[src/rtl/light_show_controller_pkg.sv]
// light_pkg: shared types and display constants for the LED bar sequencer.
// Holds the mode/run enums, seven-segment codes and the mode-advance helper.
package light_pkg;

   typedef enum logic [1:0] {
      BOUNCE = 2'd0,
      WRAP   = 2'd1,
      FILL   = 2'd2,
      BLINK  = 2'd3
   } mode_e;

   typedef enum logic {
      RUN   = 1'b0,
      PAUSE = 1'b1
   } run_e;

   // Segment order g..a, active-low.
   localparam logic [6:0] SEG_0     = 7'b1000000;
   localparam logic [6:0] SEG_1     = 7'b1111001;
   localparam logic [6:0] SEG_2     = 7'b0100100;
   localparam logic [6:0] SEG_3     = 7'b0110000;
   localparam logic [6:0] SEG_P     = 7'b0001100;
   localparam logic [6:0] SEG_BLANK = 7'b1111111;

   function automatic mode_e next_mode(input mode_e m);
      mode_e n;
      unique case (m)
         BOUNCE:  n = WRAP;
         WRAP:    n = FILL;
         FILL:    n = BLINK;
         default: n = BOUNCE;
      endcase
      return n;
   endfunction

endpackage

[src/rtl/light_show_controller_if.sv]
// Board-side bundle of the sequencer: KEY/SW in, LEDR/HEX0/HEX1 out.
// master = board/stimulus side, slave = light_show_controller.
interface light_show_controller_if #(
   parameter int N_LEDS = 10
);
   logic [3:0]        KEY;
   logic [9:0]        SW;
   logic [N_LEDS-1:0] LEDR;
   logic [6:0]        HEX0;
   logic [6:0]        HEX1;

   modport master (
      output KEY, SW,
      input  LEDR, HEX0, HEX1
   );

   modport slave (
      input  KEY, SW,
      output LEDR, HEX0, HEX1
   );
endinterface

[src/rtl/light_show_controller_tick_gen.sv]
// tick_gen: one-cycle tick every 2**TICK_BASE enabled clocks.
// Ports: clk, reset (sync, high), en (count/tick enable), clr (zero counter), tick.
module tick_gen #(
   parameter int TICK_BASE = 5
) (
   input  logic clk,
   input  logic reset,
   input  logic en,
   input  logic clr,
   output logic tick
);

   logic [TICK_BASE-1:0] cnt;

   always_ff @(posedge clk) begin
      if (reset || clr) begin
         cnt <= '0;
      end else if (en) begin
         cnt <= cnt + TICK_BASE'(1);
      end
   end

   // Fires during the last count so the wrap edge is the tick edge.
   assign tick = en && (&cnt);

endmodule

[src/rtl/light_show_controller.sv]
// light_show_controller: single-clock LED bar sequencer with four patterns.
// Ports: CLOCK_50, reset (sync, high), io (KEY/SW in, LEDR/HEX0/HEX1 out).
module light_show_controller
   import light_pkg::*;
#(
   parameter int TICK_BASE = 5,
   parameter int N_LEDS    = 10
) (
   input  logic                    CLOCK_50,
   input  logic                    reset,
   light_show_controller_if.slave  io
);

   localparam int POS_W = $clog2(N_LEDS);
   localparam logic [POS_W-1:0] POS_MAX = POS_W'(N_LEDS - 1);

   logic [3:0]       key_s1;
   logic [3:0]       key_s2;
   logic [3:0]       key_s3;
   logic [3:0]       press;
   mode_e            mode;
   run_e             run;
   logic [POS_W-1:0] pos;
   logic             dir_up;
   logic             phase;
   logic [2:0]       step_cnt;
   logic             tick;
   logic             step;
   logic             restart;

   // Press = falling edge of the synchronized level.
   assign press   = key_s3 & ~key_s2;
   assign restart = press[0] | press[3];
   assign step    = tick && (step_cnt >= io.SW[2:0]);

   tick_gen #(
      .TICK_BASE (TICK_BASE)
   ) u_tick (
      .clk   (CLOCK_50),
      .reset (reset),
      .en    (run == RUN),
      .clr   (restart),
      .tick  (tick)
   );

   always_ff @(posedge CLOCK_50) begin
      if (reset) begin
         key_s1   <= 4'hF;
         key_s2   <= 4'hF;
         key_s3   <= 4'hF;
         mode     <= BOUNCE;
         run      <= RUN;
         pos      <= '0;
         dir_up   <= 1'b1;
         phase    <= 1'b1;
         step_cnt <= '0;
      end else begin
         key_s1 <= io.KEY;
         key_s2 <= key_s1;
         key_s3 <= key_s2;
         if (press[1]) begin
            run <= (run == RUN) ? PAUSE : RUN;
         end
         if (press[0]) begin
            mode <= next_mode(mode);
         end
         // Restart wins over a coincident step.
         if (restart) begin
            pos      <= '0;
            dir_up   <= 1'b1;
            phase    <= 1'b1;
            step_cnt <= '0;
         end else begin
            if (tick) begin
               step_cnt <= step ? 3'd0 : step_cnt + 3'd1;
            end
            if (step) begin
               unique case (mode)
                  BOUNCE: begin
                     if (dir_up) begin
                        if (pos == POS_MAX) begin
                           dir_up <= 1'b0;
                           pos    <= pos - POS_W'(1);
                        end else begin
                           pos <= pos + POS_W'(1);
                        end
                     end else if (pos == '0) begin
                        dir_up <= 1'b1;
                        pos    <= pos + POS_W'(1);
                     end else begin
                        pos <= pos - POS_W'(1);
                     end
                  end
                  WRAP, FILL: begin
                     pos <= (pos == POS_MAX) ? '0 : pos + POS_W'(1);
                  end
                  default: begin
                     phase <= ~phase;
                  end
               endcase
            end
         end
      end
   end

   logic [N_LEDS-1:0] onehot;
   logic [N_LEDS:0]   fill_w;
   logic [N_LEDS-1:0] leds;
   logic [6:0]        hex0;

   assign onehot = N_LEDS'(1) << pos;
   assign fill_w = ((N_LEDS + 1)'(1) << (pos + POS_W'(1))) - (N_LEDS + 1)'(1);

   always_comb begin
      leds = '0;
      hex0 = SEG_BLANK;
      unique case (1'b1)
         (mode == BOUNCE): begin
            leds = onehot;
            hex0 = SEG_0;
         end
         (mode == WRAP): begin
            leds = onehot;
            hex0 = SEG_1;
         end
         (mode == FILL): begin
            leds = fill_w[N_LEDS-1:0];
            hex0 = SEG_2;
         end
         default: begin
            leds = {N_LEDS{phase}};
            hex0 = SEG_3;
         end
      endcase
   end

   assign io.LEDR = leds;
   assign io.HEX0 = hex0;
   assign io.HEX1 = (run == PAUSE) ? SEG_P : SEG_BLANK;

   logic unused_ok;
   assign unused_ok = ^{io.SW[9:3], press[2], fill_w[N_LEDS]};

endmodule

[src/flat_wrapper.sv]
// flat-port wrapper written by rule: the top's interface ports become plain ports
module light_show_controller_flat import light_pkg::*;
#(
   parameter int TICK_BASE = 5,
   parameter int N_LEDS    = 10
)
  (CLOCK_50, reset, io_KEY, io_SW, io_LEDR, io_HEX0, io_HEX1);
  light_show_controller_if #(.N_LEDS(N_LEDS)) io_i ();
  input  logic CLOCK_50;
  input  logic reset;
  input wire logic [$bits(io_i.KEY)-1:0] io_KEY;
  input wire logic [$bits(io_i.SW)-1:0] io_SW;
  output wire logic [$bits(io_i.LEDR)-1:0] io_LEDR;
  output wire logic [$bits(io_i.HEX0)-1:0] io_HEX0;
  output wire logic [$bits(io_i.HEX1)-1:0] io_HEX1;
  assign io_i.KEY = io_KEY;
  assign io_i.SW = io_SW;
  assign io_LEDR = io_i.LEDR;
  assign io_HEX0 = io_i.HEX0;
  assign io_HEX1 = io_i.HEX1;
  light_show_controller #(.TICK_BASE(TICK_BASE), .N_LEDS(N_LEDS)) u_core (.CLOCK_50(CLOCK_50), .reset(reset), .io(io_i));
endmodule
[config.mk]
export PLATFORM = sky130hd
export DESIGN_NAME = light_show_controller_flat
export DESIGN_NICKNAME = d
export VERILOG_FILES = /design/src/rtl/light_show_controller_pkg.sv /design/src/rtl/light_show_controller_if.sv /design/src/rtl/light_show_controller_tick_gen.sv /design/src/rtl/light_show_controller.sv /design/src/flat_wrapper.sv
export SDC_FILE = /design/constraint.sdc
export NUM_CORES = 1
export LEC_CHECK = 0
export ABC_AREA = 1
export BUFFER_PORTS_ARGS = -buffer_cell sky130_fd_sc_hd__buf_2
export CAP_MARGIN = 20
export CELL_PAD_IN_SITES_DETAIL_PLACEMENT = 1
export CELL_PAD_IN_SITES_GLOBAL_PLACEMENT = 2
export CORE_MARGIN = 2
export CORE_UTILIZATION = 27
export CTS_CLUSTER_SIZE = 40
export DETAILED_ROUTE_END_ITERATION = 6
export GPL_ROUTABILITY_DRIVEN = 0
export GPL_TIMING_DRIVEN = 0
export PLACE_DENSITY_LB_ADDON = 0.1
export SETUP_SLACK_MARGIN = 0.5
export SLEW_MARGIN = 15
export SYNTH_ARGS = -nofsm -noshare
export SYNTH_HDL_FRONTEND = slang
export SYNTH_HIERARCHICAL = 1
export SYNTH_SLANG_ARGS = --single-unit
[constraint.sdc]
create_clock -name CLOCK_50 -period 2.3 [get_ports CLOCK_50]
set_input_delay 0.46 -clock CLOCK_50 [delete_from_list [all_inputs] [get_ports CLOCK_50]]
set_output_delay 0.46 -clock CLOCK_50 [all_outputs]
set_load 0.01 [all_outputs]
=== Word-level counts from Yosys, hierarchy flattened ===
Cells that the tools add are included.

* Flip-flop bits (word level): 29
* Bits of input ports: 16
* Output and inout bits: 24
* Word-level logic and storage cells: 55

* Add/sub/neg operators: 5
* Magnitude comparators: 1
* Equality and inequality tests: 3
* Shift operators: 2
* Muxes and demuxes: 14
* Bitwise operators: 6
* Reductions and logical operators: 14

{| class="wikitable"
|+ Operators by type and width
! kind !! number
|-
| 7-bit one-hot mux with 3 select lines || 1
|-
| 10-bit one-hot mux with 2 select lines || 1
|-
| 1-bit by 4-bit left shift with 10-bit output (first input constant) || 2
|-
| 4-bit two-way mux || 4
|-
| 10-bit by 2-bit subtractor with 10-bit output (second input constant) || 1
|-
| 4-bit one-hot mux with 2 select lines || 1
|-
| 7-bit two-way mux || 1
|-
| 2-bit one-hot mux with 3 select lines || 1
|-
| 2-bit AND reduction || 3
|-
| 2-bit OR reduction || 3
|-
| 5-bit by 1-bit adder with 5-bit output (second input constant) || 1
|-
| 5-bit AND reduction || 1
|-
| 4-bit by 1-bit adder with 4-bit output (second input constant) || 1
|-
| 4-bit AND || 1
|-
| 4-bit equality test (second input constant) || 1
|-
| 4-bit zero test || 1
|-
| 1-bit two-way mux || 4
|-
| 4-bit NOT || 1
|-
| 4-bit by 1-bit subtractor with 4-bit output (second input constant) || 1
|-
| 3-bit by 1-bit adder with 3-bit output (second input constant) || 1
|-
| 3-bit greater-or-equal comparator || 1
|-
| 3-bit two-way mux || 1
|-
| 1-bit NOT || 3
|-
| 3-bit OR reduction || 1
|-
| other kinds (7) || 8
|}

=== Depth between registers and ports, before layout ===
* Depth in word-level cells: 4
* Mapped depth: 14

=== By module ===
Netlist, hierarchy kept.

{| class="wikitable"
|+ By module, submodules not included
! module !! instances !! cells each !! area an instance (µm²) !! sequential area each (µm²)
|-
| light_show_controller || 1 || 255 || 1,746.7 || 420.4
|-
| tick_gen || 1 || 32 || 261.5 || 100.1
|}

=== Worst setup path after synthesis ===
Ideal clock, no wire load.

* Path kind: register to output
* Start point: reg u_core.pos[0]
* End point: out io_LEDR[8]
* Arrival time: 1.897 ns
* Data required time: 1.840 ns
* Setup slack: -0.057 ns
* Cell stages (with the launch flop): 12
* Buffers on the path: 0
* Cells stage by stage: dfxtp_1 > ha_1 > ha_1 > nand2_1 > nor2_1 > inv_1 > ha_1 > nand3_2 > nor2_2 > nand2_1 > nand2_1 > o21ai_1

* Cells in the longest elaborated chain, start to end: 4

{| class="wikitable"
|+ Ends and longest elaborated chain
! element !! RTL line !! source
|-
| from (decl) || light_show_controller.sv:23 || <nowiki>logic [POS_W-1:0] pos;</nowiki>
|-
| from (signal assigned) || light_show_controller.sv:83 || <nowiki>pos <= pos - POS_W'(1);</nowiki>
|-
| from (signal assigned) || light_show_controller.sv:85 || <nowiki>pos <= pos + POS_W'(1);</nowiki>
|-
| from (signal assigned) || light_show_controller.sv:89 || <nowiki>pos <= pos + POS_W'(1);</nowiki>
|-
| 4-bit by 1-bit adder with 4-bit output || light_show_controller.sv:112 || <nowiki>assign fill_w = ((N_LEDS + 1)'(1) << (pos + POS_W'(1))) - (N_LEDS + 1)'(1);</nowiki>
|-
| 1-bit by 4-bit left shift with 10-bit output || light_show_controller.sv:112 ||
|-
| 10-bit by 2-bit subtractor with 10-bit output || light_show_controller.sv:112 ||
|-
| 10-bit one-hot mux with 2 select lines (*) || light_show_controller.sv:117 || <nowiki>unique case (1'b1)</nowiki>
|-
| to (decl) || flat_wrapper.sv:13 || <nowiki>output wire logic [$bits(io_i.LEDR)-1:0] io_LEDR;</nowiki>
|}

Mark *: on every way between the ends. The rest lies on a longest branch, timed or not.

=== Final worst setup path ===
* Start point: reg u_core.pos[0]
* End point: out io_LEDR[6]

Same word-level chain as after synthesis.

==> run_results.csv <==
group,metric,value,unit
synthesis,syn_area,2010,sq um
clock_network,cts_hold_buf,0,
worst_setup_path,crit_required,1.84,ns
clock_network,worstSkewPairLatency,0.27,ns
pwr,clock_power_share,0.352,
floorplanning,io_pins,40,
global_routing,grt_use_met3,0.0193,
pwr,p_int,0.718,mW
placed_design,port_buffers,28,
synthesis,netlist_top_cells_count,"63 x nand2_1, 37 x inv_1, 26 x dfxtp_1, 26 x nor2_1, 23 x ha_1",
sta,slew_violations,0,
sta,fin_crit,2.53,ns
global_routing,grt_pass1_wl,9630,um
synthesis,synth-warning-count,6,
worst_setup_path,cp_max_fo,5,
sta,rsz0062_at_grt,"true",
floorplanning,fp-row-count,31,
synthesis,avgSynthCellArea,7.00,sq um
worst_setup_path,cp.arrival,2.07,ns
layout,fin_nets,378,
detailed_routing,wl_per_cell,12.6,um
global_routing,grt_use_total,0.142,
global_routing,antenna_found_initial,0,
floorplanning,die_h,90.2,um
synthesis,yosysMostFrequentCell,"nand2_1",
global_routing,overflow,0,
sta,fin_crit_sh,1.10,
synthesis,ys.flop_type,"dfxtp_1",
detailed_routing,drtAntennaViolNets,0,
pwr,netSwitchingFraction,0.251,
synthesis,yosysTopAreaCell,"dfxtp_1",
worst_setup_path,end_kind,"primary output",
layout,drive_gt1_frac,0.399,
detailed_routing,detail_route.wirelength,5490,um
global_routing,grt_pass1_vias,2057,
detailed_routing,drc,0,
pwr,p_seq_frac,0.493,
layout,diodes,0,
global_routing,grtUsageMet1,0.180,
sta,hold_viol,0,
floorplanning,fp.dieW,90.2,um
layout,fill_cells,924,
detailed_routing,via_per_inst,4.40,
status,status,"finished, violations left",
pwr,combPwrFrac,0.155,
clock_network,cts-htree-levels,1,
status,violations,"setup timing",
floorplanning,dieArea,8140,sq um
detailed_routing,dr.pass1.iters,4,
worst_setup_path,crit_path_start_kind,"flop",
pwr,switchingPower,0.240,mW
pwr,power_density,350,nW/um^2
synthesis,synth_seq_area_share,0.259,
sta,setup_violations,9,
sta,fmaxAchievable,396,MHz
synthesis,synth_top_cell_area_share,0.259,
clock_network,path_clk_slew,0.10,ns
detailed_routing,drtIter0Drc,29,
placed_design,dp_hpwl,4370,um
clock_network,clkSinkCount,26,
layout,post-route-util,0.379,
global_routing,grt_max_degree,16,
floorplanning,start_util,0.278,
synthesis,synth_cell_types,34,
sta,skew,0.00621,ns
synthesis,synth_cells,287,
global_routing,top_usage_layer,"met2",
clock_network,cts_tree,"done",
clock_network,cts-buffers-inserted,3,
run,drv_cap,0,
floorplanning,design.core.area,7210,sq um
clock_network,cts_root_buf,"clkbuf_8",
clock_network,cts_max_path_buffers,2,
global_routing,met2_usage,0.258,
synthesis,ys_seq_elements,26,
layout,area_delta_synth_final,36.3,%
pwr,ir_drop,0.237,mV
min_path,hp-class,"primary input to flop",
synthesis,ys_top_cells_by_area,"dfxtp_1 26%, ha_1 14%, nand2_1 12%",
synthesis,synth_edf_count,0,
pwr,leakage,1.34,nW
placed_design,dp_slack,-0.0814,ns
detailed_routing,vias,1923,
synthesis,async_flop_share,0,
sta,fin_ws,-0.227,ns
worst_setup_path,critPathKind,"flop to primary output",
[cell type report]
type | instances | area (sq um) | area share
Timing Repair Buffer | 46 | 314 | 0.115
Clock buffer | 4 | 66.3 | 0.0242
Tap cell | 99 | 124 | 0.0453
Multi-Input combinational cell | 210 | 1420 | 0.518
Buffer | 12 | 109 | 0.0398
Sequential cell | 26 | 544 | 0.199
Inverter | 40 | 163 | 0.0594
[metrics by stage]
step | area [sq um] | instances | setup TNS (ns) | hold slack [ns] | power, mW
finish | 2740 | 437 | -1.64 | 0.366 | 0.958
detailed placement | 2360 | 415 | -0.249 | 0.396 | 0.614
global placement | 2360 | 415 | -0.282 | 0.391 | 0.612
CTS | 2640 | 430 | -1.83 | 0.357 | 0.978
floorplan | 2090 | 288 | 0 | 0.389 | 0.569
global route | 2740 | 437 | -2.88 | 0.361 | 1.01
[cells by family after synthesis]
logic type | synth area share
AO/OA/AOI/OAI | 0.126
XOR/XNOR | 0.0174
adder cells (fa/ha/maj) | 0.143
AND/OR/NAND/NOR | 0.312
buffers and inverters | 0.127
flip-flops | 0.259
multiplexers | 0.0112
other | 0.00374
[power by group through the flow]
| stage | Combinational (mW) | Clock [mW] | Sequential [mW] |
|---|---|---|---|
| 2_1_floorplan | 0.0872 | 0 | 0.482 |
| 4_1_cts | 0.151 | 0.355 | 0.472 |
| 6_report | 0.148 | 0.337 | 0.473 |
| 3_5_place_dp | 0.130 | 0 | 0.484 |
| 3_3_place_gp | 0.128 | 0 | 0.484 |
| 5_1_grt | 0.170 | 0.368 | 0.475 |
[worst paths after layout]
| kind | startpoint | to | slack [ns] | cells past startpoint |
|---|---|---|---|---|
| worst max-delay path | u_core/pos[0] | io_LEDR[6] | -0.23 | 13 |
| worst min register to register | u_core/key_s1[1] | u_core/key_s2[1] | 0.42 | 1 |
| worst min-delay path | io_KEY[3] | u_core/key_s1[3] | 0.37 | 2 |
| worst max register to register | u_core/u_tick/cnt[0] | u_core/pos[2] | 0.37 | 10 |
[placed cells by master, fill, tap and decap left out, types with 2 or more instances in the layout]
| cell type | count |
|---|---|
| nand2_1 | 53 |
| inv_1 | 30 |
| buf_4 | 24 |
| buf_2 | 23 |
| nor2_1 | 22 |
| dfxtp_1 | 19 |
| nand3_1 | 13 |
| a21oi_1 | 13 |
| ha_1 | 13 |
| nand2_2 | 12 |
| o21ai_0 | 11 |
| buf_6 | 10 |
| or2_2 | 8 |
| inv_2 | 6 |
| nand4_1 | 6 |
| ha_4 | 6 |
| dfxtp_4 | 6 |
| nand2_4 | 5 |
| nor2_4 | 5 |
| o21ai_1 | 5 |
| o21ai_2 | 5 |
| nand3_2 | 4 |
| ha_2 | 4 |
| clkbuf_8 | 3 |
| inv_4 | 3 |
| nor2_2 | 3 |
| xnor2_1 | 3 |
| conb_1 | 3 |
| nand3b_1 | 2 |
| o211ai_1 | 2 |
| mux2_2 | 2 |
[sequential cells by signal (all words and copies together), names as in the netlist, 2 cells and up]
register           flops
u_core/key_s1          3
u_core/pos             4
u_core/u_tick/cnt      5
u_core/key_s2          3
u_core/key_s3          3
u_core/step_cnt        3
u_core/mode            2
[worst max-delay path: stages (launching register included)]
cell and delay (ns):
dfxtp_4 0.38, ha_4 0.18, ha_4 0.32, nand2_4 0.07, nor2_4 0.10, inv_2 0.05, ha_4 0.17, nand3_2 0.08
nand2_1 0.05, nand3_1 0.08, nand2_1 0.06, nand2_1 0.05, nand2_1 0.05, buf_2 0.15
[what timing repair did]
action	4_1_cts	5_1_grt
resized for setup	34	17
pin swaps	12	9
setup endpoints to repair	16	21
setup buffers	11	7
[per-layer routing]
layer  vias up  wire length, um  share of wire
met1       892             2560           0.47
met2        18             2770           0.51
met4         0               29         0.0053
met3         2              121          0.022
met5         -                0              0
li1       1011                -              -
(Power assumes the default switching activity.)
